### src/rtl/apb_pkg.sv
// apb_pkg: shared states, default widths and response record for the APB requester
package apb_pkg;
  localparam int APB_ADDR_W = 32;
  localparam int APB_DATA_W = 32;
  localparam int APB_TIMEOUT = 16;
  typedef enum logic [1:0] {IDLE, SETUP, ACCESS} state_e;
  typedef struct packed {
    logic [APB_DATA_W-1:0] rdata;
    logic                  slverr;
    logic                  timeout;
  } rsp_t;
endpackage

### src/rtl/apb_wait_timer.sv
// apb_wait_timer: saturating ACCESS wait-state counter flagging when TIMEOUT is reached
module apb_wait_timer #(
  parameter int TIMEOUT = 16
) (
  input  logic clk,
  input  logic rst,
  input  logic clr,
  input  logic inc,
  output logic expired
);
  localparam int CW = TIMEOUT > 0 ? $clog2(TIMEOUT + 1) : 1;
  logic [CW-1:0] cnt_q, cnt_d;
  always_comb cnt_d = clr ? '0 : (inc && cnt_q != '1) ? cnt_q + 1'b1 : cnt_q;
  always_ff @(posedge clk) begin
    if (rst) cnt_q <= '0;
    else cnt_q <= cnt_d;
  end
  assign expired = TIMEOUT != 0 && cnt_q == CW'(TIMEOUT);
endmodule

### src/rtl/apb_master_ctrl.sv
// apb_master_ctrl: single-command APB requester with back-to-back transfers and wait-state timeout
module apb_master_ctrl
  import apb_pkg::*;
#(
  parameter int ADDR_WIDTH = APB_ADDR_W,
  parameter int DATA_WIDTH = APB_DATA_W,
  parameter int TIMEOUT = APB_TIMEOUT
) (
  input  logic                    clk,
  input  logic                    rst,
  input  logic                    cmd_valid,
  output logic                    cmd_ready,
  input  logic                    cmd_write,
  input  logic [ADDR_WIDTH-1:0]   cmd_addr,
  input  logic [DATA_WIDTH-1:0]   cmd_wdata,
  input  logic [DATA_WIDTH/8-1:0] cmd_strobe,
  output logic                    rsp_valid,
  output logic [DATA_WIDTH-1:0]   rsp_rdata,
  output logic                    rsp_slverr,
  output logic                    rsp_timeout,
  output logic                    sel,
  output logic                    enable,
  output logic                    write,
  output logic [ADDR_WIDTH-1:0]   addr,
  output logic [DATA_WIDTH-1:0]   wdata,
  output logic [DATA_WIDTH/8-1:0] strobe,
  output logic                    trnsfr,
  input  logic                    ready,
  input  logic                    slverr,
  input  logic [DATA_WIDTH-1:0]   rdata
);
  state_e state_q, state_d;
  logic write_q, write_d;
  logic [ADDR_WIDTH-1:0] addr_q, addr_d;
  logic [DATA_WIDTH-1:0] wdata_q, wdata_d;
  logic [DATA_WIDTH/8-1:0] strobe_q, strobe_d;
  logic rsp_valid_q, rsp_valid_d;
  rsp_t rsp_q, rsp_d;
  logic expired, accept, done;
  apb_wait_timer #(.TIMEOUT(TIMEOUT)) u_timer (
    .clk,
    .rst,
    .clr(state_q == SETUP),
    .inc(state_q == ACCESS && !ready),
    .expired
  );
  assign cmd_ready = !rst && (state_q == IDLE || (state_q == ACCESS && ready));
  assign accept = cmd_valid && cmd_ready;
  assign done = state_q == ACCESS && (ready || expired);
  always_comb begin
    state_d = state_q == SETUP ? ACCESS : done ? IDLE : state_q;
    write_d = done ? 1'b0 : write_q;
    addr_d = done ? '0 : addr_q;
    wdata_d = done ? '0 : wdata_q;
    strobe_d = done ? '0 : strobe_q;
    rsp_valid_d = done;
    rsp_d.rdata = (done && ready && !write_q) ? APB_DATA_W'(rdata) : '0;
    rsp_d.slverr = done && (ready ? slverr : 1'b1);
    rsp_d.timeout = done && !ready;
    if (accept) begin
      state_d = SETUP;
      write_d = cmd_write;
      addr_d = cmd_addr;
      wdata_d = cmd_wdata;
      strobe_d = cmd_write ? cmd_strobe : '0;
    end
  end
  always_ff @(posedge clk) begin
    if (rst) begin
      state_q <= IDLE;
      write_q <= 1'b0;
      addr_q <= '0;
      wdata_q <= '0;
      strobe_q <= '0;
      rsp_valid_q <= 1'b0;
      rsp_q <= '0;
    end else begin
      state_q <= state_d;
      write_q <= write_d;
      addr_q <= addr_d;
      wdata_q <= wdata_d;
      strobe_q <= strobe_d;
      rsp_valid_q <= rsp_valid_d;
      rsp_q <= rsp_d;
    end
  end
  assign sel = state_q != IDLE;
  assign enable = state_q == ACCESS;
  assign trnsfr = state_q == ACCESS && cmd_valid;
  assign write = write_q;
  assign addr = addr_q;
  assign wdata = wdata_q;
  assign strobe = strobe_q;
  assign rsp_valid = rsp_valid_q;
  assign rsp_rdata = DATA_WIDTH'(rsp_q.rdata);
  assign rsp_slverr = rsp_q.slverr;
  assign rsp_timeout = rsp_q.timeout;
endmodule

### config.mk
export PLATFORM = sky130hd
export DESIGN_NAME = apb_master_ctrl
export DESIGN_NICKNAME = d
export VERILOG_FILES = /design/src/rtl/apb_pkg.sv /design/src/rtl/apb_wait_timer.sv /design/src/rtl/apb_master_ctrl.sv
export SDC_FILE = /design/constraint.sdc
export NUM_CORES = 1
export LEC_CHECK = 0
export BUFFER_PORTS_ARGS = -buffer_cell sky130_fd_sc_hd__buf_4
export CAP_MARGIN = 20
export CELL_PAD_IN_SITES_DETAIL_PLACEMENT = 0
export CELL_PAD_IN_SITES_GLOBAL_PLACEMENT = 1
export CORE_MARGIN = 2
export CORE_UTILIZATION = 28
export CTS_CLUSTER_DIAMETER = 100
export CTS_CLUSTER_SIZE = 25
export DETAILED_ROUTE_END_ITERATION = 16
export GPL_TIMING_DRIVEN = 0
export PLACE_DENSITY = 0.8
export SYNTH_ARGS = -nofsm -noshare
export SYNTH_HDL_FRONTEND = slang
export SYNTH_SLANG_ARGS = --single-unit
export TNS_END_PERCENT = 30
### constraint.sdc
create_clock -name clk -period 1.7 [get_ports clk]
set_input_delay 0.17 -clock clk [delete_from_list [all_inputs] [get_ports clk]]
set_output_delay 0.17 -clock clk [all_outputs]
set_load 0.02 [all_outputs]
==> results of run 1 <==
flip-flops by register name (all words and copies together), names as in the netlist:
name / cells
rsp_valid: 1
wdata: 32
u_timer.cnt_q: 5
strobe: 4
rsp_timeout: 1
rsp_slverr: 1
write: 1
state_q: 2
rsp_rdata: 32
addr: 32
synth_stat cells:
| cell type | instances | area, um^2 |
|---|---|---|
| dfxtp_1 | 111 | 2222 |
| a22o_1 | 65 | 569.3 |
| and2_1 | 33 | 206.5 |
| buf_2 | 8 | 40.04 |
| clkbuf_1 | 8 | 30.03 |
| nor2_1 | 8 | 30.03 |
| inv_1 | 6 | 22.52 |
| a21oi_1 | 4 | 20.02 |
| a32o_1 | 4 | 40.04 |
| ha_1 | 3 | 37.54 |
| mux2i_1 | 3 | 30.03 |
| and3_1 | 2 | 12.51 |
| buf_4 | 2 | 15.01 |
| nand2b_1 | 2 | 12.51 |
| nor2b_1 | 2 | 12.51 |
| nor3_1 | 2 | 10.01 |
| nor4b_2 | 2 | 30.03 |
| o21ai_0 | 2 | 10.01 |
| a21o_1 | 1 | 7.510 |
| and4_1 | 1 | 8.760 |
| and4bb_1 | 1 | 12.51 |
| buf_6 | 1 | 11.26 |
| clkbuf_2 | 1 | 5.000 |
| nand2_1 | 1 | 3.750 |
| nand3_1 | 1 | 5.000 |
| nand4bb_1 | 1 | 11.26 |
| o21ba_2 | 1 | 10.01 |
| o32ai_4 | 1 | 27.53 |
| or2_2 | 1 | 6.260 |
| or3_1 | 1 | 6.260 |
| or4b_1 | 1 | 10.01 |
| xnor2_1 | 1 | 8.760 |
stage by stage:
step / power, uW / hold slack [ns] / setup TNS, ns / utilization, % / area [um^2]
after detailed placement: 3747 / 0.3756 / -12.11 / 43.88 / 5293
after global placement: 3732 / 0.3708 / -12.65 / 43.88 / 5293
after CTS: 5859 / 0.005319 / -1.504 / 47.21 / 5694
final: 5786 / 0.02180 / -0.2141 / 47.52 / 5732
after global routing: 6026 / 0.008483 / -1.604 / 47.52 / 5732
after floorplan: 3267 / 0.2424 / -0.06981 / - / 3491
cell families after synthesis:
logic type      count (synthesis)  share of synthesized area [%]
mux                             3                         0.8618
flops                         111                          63.77
xor+xnor                        1                         0.2514
compound gates                 78                          19.64
simple gates                   59                          10.84
buf+inv                        26                          3.555
fa+ha+maj                       3                          1.077
layer usage:
metal | up-vias | part of all wire [%] | global-route usage, %
met3 | 14 | 6.8 | 3.766
met1 | 1410 | 40 | 15.46
met5 | - | 0 | 0
li1 | 1466 | - | -
met2 | 114 | 51 | 24.64
met4 | 0 | 2.4 | 7.711
placed cells by master, fill, tap and decap left out, types with 2 or more instances in the layout:
cell,instances
dfxtp_2,3
nor2b_1,2
nor2_1,8
clkbuf_16,9
nand2b_1,2
buf_6,4
buf_4,221
mux2i_1,3
a21oi_1,3
dfxtp_1,108
clkinv_2,3
nor4b_4,2
ha_2,2
a22o_1,65
inv_1,5
buf_2,2
and2_1,33
o21ai_0,2
nor3_1,2
clkbuf_2,5
a32o_1,4
clkbuf_1,5
worst reg2reg max path: stages, from the launching register on:
cell and delay (ns):
dfxtp_2 0.34, ha_2 0.18, and3_4 0.18, ha_4 0.15, or4b_4 0.47, or3_1 0.33
a21oi_2 0.11
what timing repair did:
action	CTS	global route
gates resized for setup	16	14
pin swaps	2	1
buffers inserted	5	1
gates cloned	1	0
setup endpoints to repair	104	102
hold endpoints to repair	0	0
area by class of cell:
class                           instances  share of cell area (%)
Sequential cell                       111                   38.83
Timing Repair Buffer                  219                   29.03
Multi-Input combinational cell        144                   20.69
Clock buffer                           10                   3.995
Tap cell                              168                   3.667
Buffer                                 20                   2.314
Clock inverter                          6                   1.070
Inverter                                6                  0.3929
power by group:
group          switching (uW)  internal [uW]
sequential               74.7           2740
clock                     916           1140
combinational             435            488
total                    1430           4360
how the worst max path moves through the flow:
stage                                  startpoint                       endpoint  slack (ns)  cells after the start
global placement    u_timer.cnt_q[1]$_SDFFE_PP0P_         wdata[11]$_SDFFE_PP0P_       -0.26                      7
floorplan           u_timer.cnt_q[0]$_SDFFE_PP0P_  u_timer.cnt_q[2]$_SDFFE_PP0P_       -0.07                      6
finish              u_timer.cnt_q[1]$_SDFFE_PP0P_  u_timer.cnt_q[2]$_SDFFE_PP0P_       -0.13                      6
global route        u_timer.cnt_q[1]$_SDFFE_PP0P_  u_timer.cnt_q[2]$_SDFFE_PP0P_       -0.17                      6
CTS                 u_timer.cnt_q[1]$_SDFFE_PP0P_  u_timer.cnt_q[2]$_SDFFE_PP0P_       -0.14                      6
detailed placement  u_timer.cnt_q[1]$_SDFFE_PP0P_         wdata[16]$_SDFFE_PP0P_       -0.23                      7
==> impl_metrics.tcl, run 1 <==
set metrics [dict create \
    outcome "finished with violations" \
    violations "setup timing" \
    power_leakage_uw 0.002715 \
    firstDrtPassIters 4 \
    cts_tree "done" \
    via_per_inst 4.392 \
    register_area_um2 2226 \
    critPathArrivalTime_ns 2.11 \
    grt_max_degree 18 \
    path_clk_slew_ns 0.07 \
    vdd_drop_max_uv 587.0 \
    synthesis.area_um2 3485 \
    start_util_pct 28.89 \
    cts_buffers 9 \
    antenna_found_initial 0 \
    area_growth_pct 64.49 \
    dp_hpwl_um 7506 \
    nFillCells 1140 \
    track_usage_pct 14.07 \
    grt-ovfl-total 0 \
    drive_gt1_share_pct 51.55 \
    min_from "rdata[22]" \
    drv_slew 0 \
    worstSetupEndpointType "register" \
    r2r-start "u_timer.cnt_q[1]$_SDFFE_PP0P_" \
    synth_seq_cells 111 \
    cts_hold_buf 0 \
    vias 3004 \
    tightest_slew_ns 0.7908 \
    htreeDepth 3 \
    wl_um 9822 \
    relSlewSlack_pct 46.72 \
    dp_slack_ns -0.2317 \
    ant_nets 0 \
    cpPeakStageDelay_ns 0.47 \
    die_y_um 115.6 \
    rsz0062_at_grt "yes" \
    crit_family "simple AND/OR/NAND/NOR gates" \
    io_buffers 212 \
    period_share_pct 107.8 \
    crit_fanout 4 \
    final_cells 684 \
    cp.required_ns 1.98 \
    nets 620 \
    crit_buf_inv 0 \
    hold_end "rsp_rdata[22]$_SDFF_PP0_" \
    finClkSkew_ns 0.007284 \
    placed_cells 661 \
    rr_endpoint "u_timer.cnt_q[2]$_SDFFE_PP0P_" \
    cts-root-buf "clkbuf_16" \
    cts.sinks 111 \
    drtIter0Drc 68 \
    whs_path_depth 2 \
    crit_chain "ha_2 > and3_4 > ha_4 > or4b_4 > or3_1 > a21oi_2" \
    setup_ws_ns -0.1325 \
    holdCritPathClass "input pin to register" \
    num_rows 40 \
    die_x_um 115.6 \
    min_period_ns 1.833 \
    cts_max_path_buffers 2 \
    first_global_vias 2977 \
    place_congestion 0.7524 \
    diodes 0 \
    fmax_mhz 545.7 \
    r2r_cells 6 \
    finalSetupViolCount 3 \
    critPathKind "register to register" \
    drcViolationCount 0 \
    worst_path_max_delay_cell "or4b_4" \
    syn_avg_cell_area_um2 12.40 \
    wl_per_cell_um 14.36 \
    finalHoldViolCount 0 \
    core-area_um2 12060 \
    insertion_delay_ns 0.35 \
    fp.dieArea_um2 13350 \
    ys.warnings.count 0 \
    syn_inst 281 \
    power.density_nw_per_um2 1010 \
    syn-num-nets 390 \
    post_synth_num_cell_types 32 \
    multi_input_area_um2 1186 \
    r2r_slack_ns -0.13 \
    drv_cap 0 \
    synth.yosys.seq_area_share_pct 63.77 \
    io_pins 214 \
    grt_pass1_wl_um 14490 \
    startpoint_type "register" \
]
No activity file was read; power rests on OpenSTA's default activity.
==> run 2: changes to the inputs <==
--- a/config.mk
+++ b/config.mk
@@ -18,5 +18,6 @@
 export PLACE_DENSITY = 0.8
 export SYNTH_ARGS = -nofsm -noshare
 export SYNTH_HDL_FRONTEND = slang
+export SYNTH_HIERARCHICAL = 1
 export SYNTH_SLANG_ARGS = --single-unit
 export TNS_END_PERCENT = 30
==> run 2 against run 1 <==
  * The flow still finishes with violations (setup timing)
  * Area after synthesis down 0.93%
  * Hold slack worse by 0.0012 ns
  * Critical path depth up 4
  * Combinational power up 3.7%
  * First-iteration DRC count up 50%
  * Critical endpoint is now wdata[20]$_SDFFE_PP0P_
  * Highest routed layer unchanged
==> impl_metrics.tcl, run 2 <==
set metrics [dict create \
    r2r-start "u_timer/cnt_q[0]$_SDFFE_PP0P_" \
    nFillCells 1106 \
    drcViolationCount 0 \
    multi_input_area_um2 1179 \
    synth.yosys.seq_area_share_pct 64.37 \
    via_per_inst 4.536 \
    finClkSkew_ns 0.003768 \
    finalHoldViolCount 0 \
    cts-root-buf "clkbuf_16" \
    antenna_found_initial 0 \
    vias 3048 \
    cts_tree "done" \
    mostFrequentLayoutCells "223 x buf_4, 108 x dfxtp_1, 65 x a22o_1, 33 x and2_1, 9 x clkbuf_16" \
    startpoint_type "register" \
    synthTopCellsByCount "111 x dfxtp_1, 65 x a22o_1, 33 x and2_1, 8 x clkbuf_1" \
    ys_top_cells_by_area "dfxtp_1 64%, a22o_1 16%, and2_1 6.0%, a32o_1 1.2%, ha_1 1.1%" \
    drtIter0Drc 102 \
    core-area_um2 12010 \
    placed_cells 640 \
    r2r_cells 10 \
    vdd_drop_max_uv 751.1 \
    grt-ovfl-total 0 \
    outcome "finished with violations" \
    r2r_slack_ns -0.20 \
    period_share_pct 111.9 \
    syn_avg_cell_area_um2 12.33 \
    syn-num-nets 389 \
    die_y_um 115.0 \
    wl_per_cell_um 15.05 \
    ant_nets 0 \
    cts.sinks 111 \
    cp.required_ns 1.99 \
    post-route-util_pct 48.72 \
    finalSetupViolCount 69 \
    relSlewSlack_pct 67.06 \
    setup_ws_ns -0.2029 \
    fp.dieArea_um2 13230 \
    post_synth_num_cell_types 32 \
    violations "setup timing" \
    grt_pass1_wl_um 15270 \
    async_reset_ff_share_pct 0 \
    firstDrtPassIters 4 \
    place_congestion 0.7569 \
    crit_fanout 6 \
    synth_seq_cells 111 \
    drive_gt1_share_pct 52.19 \
    diodes 0 \
    drv_cap 0 \
    ys.flop_type "dfxtp_1" \
    htreeDepth 3 \
    rsz0062_at_grt "yes" \
    power.density_nw_per_um2 1037 \
    min_from "rdata[4]" \
    synth_area_leader_cell "dfxtp_1" \
    cts_max_path_buffers 2 \
    fmax_mhz 525.5 \
    insertion_delay_ns 0.34 \
    worst_path_max_delay_cell "or3b_4" \
    holdWs_ns 0.02064 \
    critPathKind "register to register" \
    yosysTopAreaCellShare_pct 64.37 \
    cpPeakStageDelay_ns 0.40 \
    hold_end "rsp_rdata[4]$_SDFF_PP0_" \
    start_util_pct 28.74 \
    holdCritPathClass "input pin to register" \
    num_rows 40 \
    register_area_um2 2228 \
    synthesis.area_um2 3452 \
    die_x_um 115.0 \
    final_area_um2 5852 \
    power_leakage_uw 0.002787 \
    path_clk_slew_ns 0.07 \
    nets 629 \
    track_usage_pct 15.05 \
    io_pins 214 \
    final_cells 672 \
    syn_inst 280 \
    worstSetupEndpointType "register" \
    crit_chain "inv_2 > ha_4 > nor4bb_4 > or3b_4 > a31oi_4 > buf_12 > buf_8 > buf_12 > buf_8 > a22o_1" \
    dp_hpwl_um 7604 \
    layout_commonest_cell "buf_4" \
    whs_path_depth 2 \
    critPathArrivalTime_ns 2.19 \
    synth.most_common_cell "dfxtp_1" \
    drv_slew 0 \
    min_period_ns 1.903 \
    io_buffers 213 \
    rr_endpoint "wdata[20]$_SDFFE_PP0P_" \
    tightest_slew_ns 0.4941 \
    cts_buffers 9 \
    wl_um 10110 \
    synth_edf_count 0 \
    area_growth_pct 69.52 \
    ys.warnings.count 6 \
    place_area_um2 5268 \
    first_global_vias 3069 \
    grt_max_degree 18 \
]
## run 2: changes by cell type after synthesis, sizes merged, moves of 2 or more
cell   change
nand2      +6
nor2       -3
mux2i      -3
nor3       +2
or2        +2
inv        -2
## run 2: where the power goes
group | leakage, uW | switching [uW] | internal, uW | total [uW]
Sequential | 0.000907 | 75.4 | 2730 | 2810
Clock | 0.000166 | 931 | 1370 | 2300
Combinational | 0.00171 | 437 | 520 | 956
## run 2: how the worst max path moves through the flow
stage | startpoint | endpoint | slack, ns | depth (start not counted)
after global routing | u_timer/cnt_q[1]$_SDFFE_PP0P_ | wdata[20]$_SDFFE_PP0P_ | -0.26 | 10
after global placement | state_q[1]$_SDFFE_PP0P_ | wdata[27]$_SDFFE_PP0P_ | -0.36 | 5
after CTS | u_timer/cnt_q[0]$_SDFFE_PP0P_ | wdata[20]$_SDFFE_PP0P_ | -0.21 | 10
after detailed placement | state_q[1]$_SDFFE_PP0P_ | wdata[24]$_SDFFE_PP0P_ | -0.42 | 5
after floorplan | u_timer/cnt_q[0]$_SDFFE_PP0P_ | wdata[15]$_SDFFE_PP0P_ | -0.05 | 8
final | u_timer/cnt_q[0]$_SDFFE_PP0P_ | wdata[20]$_SDFFE_PP0P_ | -0.20 | 10
## run 2: cell type report
type	count	area share, %
sequential	111	38.08
timing repair buffer	229	30.60
multi-input combinational	147	20.14
clock buffer	11	4.319
tap	147	3.143
buffer	18	2.117
clock inverter	5	1.347
inverter	4	0.2566
## run 2: per-layer routing
layer	up-vias	routed length, um	part of all wire, %	track usage, %
met5	-	0	0	0
li1	1482	-	-	-
met3	16	1073	11	6.906
met2	154	4835	48	25.29
met4	0	211	2.1	5.944
met1	1396	3989	39	16.58
## run 2: worst max-delay path: cells and delay by family (launching register included)
family,cells,cell delay [ns]
fa+ha+maj,1,0.14
buf+inv,5,0.49
flops,1,0.35
compound gates,2,0.33
simple gates,2,0.54
## run 2: logic make-up after synthesis
group           after synthesis  synth area share, %
buf+inv                      22                3.189
simple gates                 65                11.49
compound gates               77                19.35
flops                       111                64.37
xor+xnor                      2               0.5075
fa+ha+maj                     3                1.087
## run 2: through the flow
step           TNS [ns]  worst slack [ns]  total power (uW)
6_report         -7.937           -0.2029              6067
5_1_grt          -13.24           -0.2590              6323
4_1_cts          -8.887           -0.2076              6151
3_5_place_dp     -23.68           -0.4180              3730
3_3_place_gp     -19.77           -0.3567              3710
2_1_floorplan    -1.218          -0.05102              3251
## run 2: repair_timing
action / 4_1_cts / 5_1_grt
endpoints found under the setup margin: 79 / 71
buffers inserted: 10 / 1
pin swaps: 12 / 6
cloned: 4 / 0
hold buffers: 0 / 1
resized for setup: 21 / 3
hold endpoints to repair: 0 / 1
==> run 3: changes to the inputs <==
--- a/config.mk
+++ b/config.mk
@@ -5,17 +5,18 @@
 export SDC_FILE = /design/constraint.sdc
 export NUM_CORES = 1
 export LEC_CHECK = 0
-export BUFFER_PORTS_ARGS = -buffer_cell sky130_fd_sc_hd__buf_4
+export ABC_AREA = 1
 export CAP_MARGIN = 20
 export CELL_PAD_IN_SITES_DETAIL_PLACEMENT = 0
 export CELL_PAD_IN_SITES_GLOBAL_PLACEMENT = 1
 export CORE_MARGIN = 2
-export CORE_UTILIZATION = 28
+export CORE_UTILIZATION = 39
 export CTS_CLUSTER_DIAMETER = 100
 export CTS_CLUSTER_SIZE = 25
 export DETAILED_ROUTE_END_ITERATION = 16
+export DONT_BUFFER_PORTS = 1
 export GPL_TIMING_DRIVEN = 0
-export PLACE_DENSITY = 0.8
+export PLACE_DENSITY = 0.79
 export SYNTH_ARGS = -nofsm -noshare
 export SYNTH_HDL_FRONTEND = slang
 export SYNTH_HIERARCHICAL = 1
==> run 3 against run 2 <==
  * The flow now finishes without violations
  * Count of clock-buffer cells in the layout increased by 3
  * Hold slack improved by 0.015 ns
  * Clock power decreased by 33%
  * Area after synthesis rose by 19%
  * Flip-flop and latch count did not move
  * Synthesized cell count up 77%
  * Largest cell class unchanged
  * Largest power group unchanged
==> impl_metrics.tcl, run 3 <==
set metrics [dict create \
    outcome "complete, no violations" \
    met3_length_um 1299 \
    startpoint_type "register" \
    wl_met2_um 6311 \
    die_y_um 106.6 \
    yosysTopAreaCellShare_pct 54.15 \
    firstDrtPassIters 6 \
    cp.required_ns 1.53 \
    area_growth_pct 35.61 \
    top_layer "met4" \
    nFillCells 921 \
    post_synth_num_cell_types 22 \
    core-area_um2 10280 \
    fmax_mhz 620.0 \
    dp_slack_ns -0.2773 \
    finClkSkew_ns 0.009477 \
    holdCritPathClass "input pin to register" \
    mostFrequentLayoutCells "109 x dfxtp_1, 100 x dlygate4sd3_1, 73 x nand3_1, 70 x a21oi_1, 69 x nand4_1" \
    path_clk_slew_ns 0.09 \
    ys.flop_type "dfxtp_1" \
    drive_gt1_share_pct 9.091 \
    total_power_uw 5026 \
    insertion_delay_ns 0.36 \
    first_global_vias 4095 \
    min_period_ns 1.613 \
    setup_ws_ns 0.08707 \
    grt_max_degree 17 \
    cts_max_path_buffers 2 \
    io_buffers 0 \
    wl_per_cell_um 17.62 \
    power_leakage_uw 0.002168 \
    critPathKind "register to output port" \
    diodes 0 \
    synthesis.area_um2 4104 \
    drv_cap 0 \
    syn-num-nets 605 \
    num_rows 37 \
    synth_area_leader_cell "dfxtp_1" \
    ant_nets 0 \
    rsz0062_at_grt "yes" \
    wl_um 13250 \
    antenna_found_initial 0 \
    drtIter0Drc 427 \
    ys.warnings.count 6 \
    grt_pass1_wl_um 20470 \
    power.density_nw_per_um2 903.1 \
    start_util_pct 39.93 \
    cts_buffers 9 \
    cts_tree "done" \
    syn_inst 496 \
    synth_seq_cells 111 \
    finalSetupViolCount 0 \
    syn_avg_cell_area_um2 8.274 \
    synth_edf_count 0 \
    critPathArrivalTime_ns 1.44 \
    nets 720 \
    track_usage_pct 22.48 \
    ys_top_cells_by_area "dfxtp_1 54%, nand4_1 11%, nand3_1 8.9%, a21oi_1 8.7%, nor2_1 4.4%" \
    synth.most_common_cell "dfxtp_1" \
    worstSetupEndpointType "output port" \
    grt-ovfl-total 0 \
    htreeDepth 3 \
    synth.yosys.seq_area_share_pct 54.15 \
    crit_fanout 10 \
    via_per_inst 5.515 \
    dp_hpwl_um 8157 \
    place_congestion 0.7504 \
    relSlewSlack_pct 60.11 \
    io_pins 214 \
    cts-root-buf "clkbuf_8" \
    tightest_slew_ns 0.5983 \
    holdWs_ns 0.03614 \
    vias 4147 \
    period_share_pct 94.88 \
    cts.sinks 111 \
    drcViolationCount 0 \
    finalHoldViolCount 0 \
    synthTopCellsByCount "111 x dfxtp_1, 73 x nand3_1, 71 x a21oi_1, 69 x nand4_1, 48 x nor2_1" \
    die_x_um 106.6 \
    async_reset_ff_share_pct 0 \
    layout_commonest_cell "dfxtp_1" \
    drv_slew 0 \
    fp.dieArea_um2 11360 \
    vdd_drop_max_uv 512.7 \
    wl_met1_um 5351 \
]
-- run 3: cell types whose count changed after synthesis, moves of 21 or more --
cell	delta
a21oi_1	+66
a22o_1	-65
and2_1	-33
clkbuf_1	+21
inv_1	+43
nand3_1	+72
nand4_1	+69
nor2_1	+43
-- run 3: report_power, final --
part	switching, uW	internal [uW]	total, uW	leakage [uW]
clock network	849	694	1540	0.0000987
logic	338	287	626	0.00117
registers	171	2690	2860	0.000902
total	1360	3670	5030	0.00217
-- run 3: metrics by stage --
| stage | cell area (um^2) | util [%] | instances | setup TNS (ns) |
|---|---|---|---|---|
| after floorplan | 4104 | - | 496 | 0 |
| after global placement | 4274 | 41.59 | 632 | -15.24 |
| after detailed placement | 4274 | 41.59 | 632 | -20.22 |
| after CTS | 5534 | 53.85 | 752 | 0 |
| after global routing | 5565 | 54.15 | 752 | -0.04266 |
| final | 5565 | 54.15 | 752 | 0 |
-- run 3: area by class of cell --
class	instances	area [um^2]	share of cell area [%]
inverter	50	187.7	3.372
clock inverter	2	12.51	0.2248
buffer	47	220.2	3.957
clock buffer	14	182.7	3.282
multi-input combinational	288	1534	27.56
tap	136	170.2	3.058
timing repair buffer	104	1031	18.53
sequential	111	2227	40.02
-- run 3: logic make-up (layout without fill, tap and decap cells) --
family | count (synthesis) | count (layout) | share of synthesized area, %
flip-flops | 111 | 111 | 54.15
AO/OA/AOI/OAI | 80 | 80 | 10.21
AND/OR/NAND/NOR | 205 | 205 | 25.43
adder cells (fa/ha/maj) | 3 | 3 | 0.9147
buffers and inverters | 97 | 217 | 9.299
-- run 3: worst paths after layout --
path	cells after the start	slack (ns)	to	start
max	4	0.09	cmd_ready	state_q[0]$_SDFFE_PP0P_
max reg2reg	9	0.12	addr[26]$_SDFFE_PP0P_	u_timer/cnt_q[0]$_SDFFE_PP0P_
min reg2reg	1	0.47	u_timer/cnt_q[0]$_SDFFE_PP0P_	u_timer/cnt_q[0]$_SDFFE_PP0P_
min	2	0.04	rsp_slverr$_SDFF_PP0_	ready
-- run 3: layer usage --
layer / vias up / GRT usage (%)
met5: - / 0
met4: 0 / 8.163
met3: 28 / 7.781
met2: 227 / 38.26
met1: 1959 / 26.17
li1: 1933 / -
-- run 3: worst max-delay path, cell delays in order (launching register included) --
cell and delay (ns):
dfxtp_1 0.40, a21oi_4 0.18, buf_2 0.23, inv_1 0.07
nor2_2 0.20
-- run 3: what timing repair did --
| action | in CTS | in global routing |
|---|---|---|
| hold buffers | 100 | 0 |
| buffers inserted | 4 | 0 |
| gates cloned | 0 | 0 |
| resized for setup | 13 | 20 |
| endpoints found under the hold margin | 104 | 0 |
| endpoints found under the setup margin | 108 | 71 |
| pin swaps | 2 | 0 |
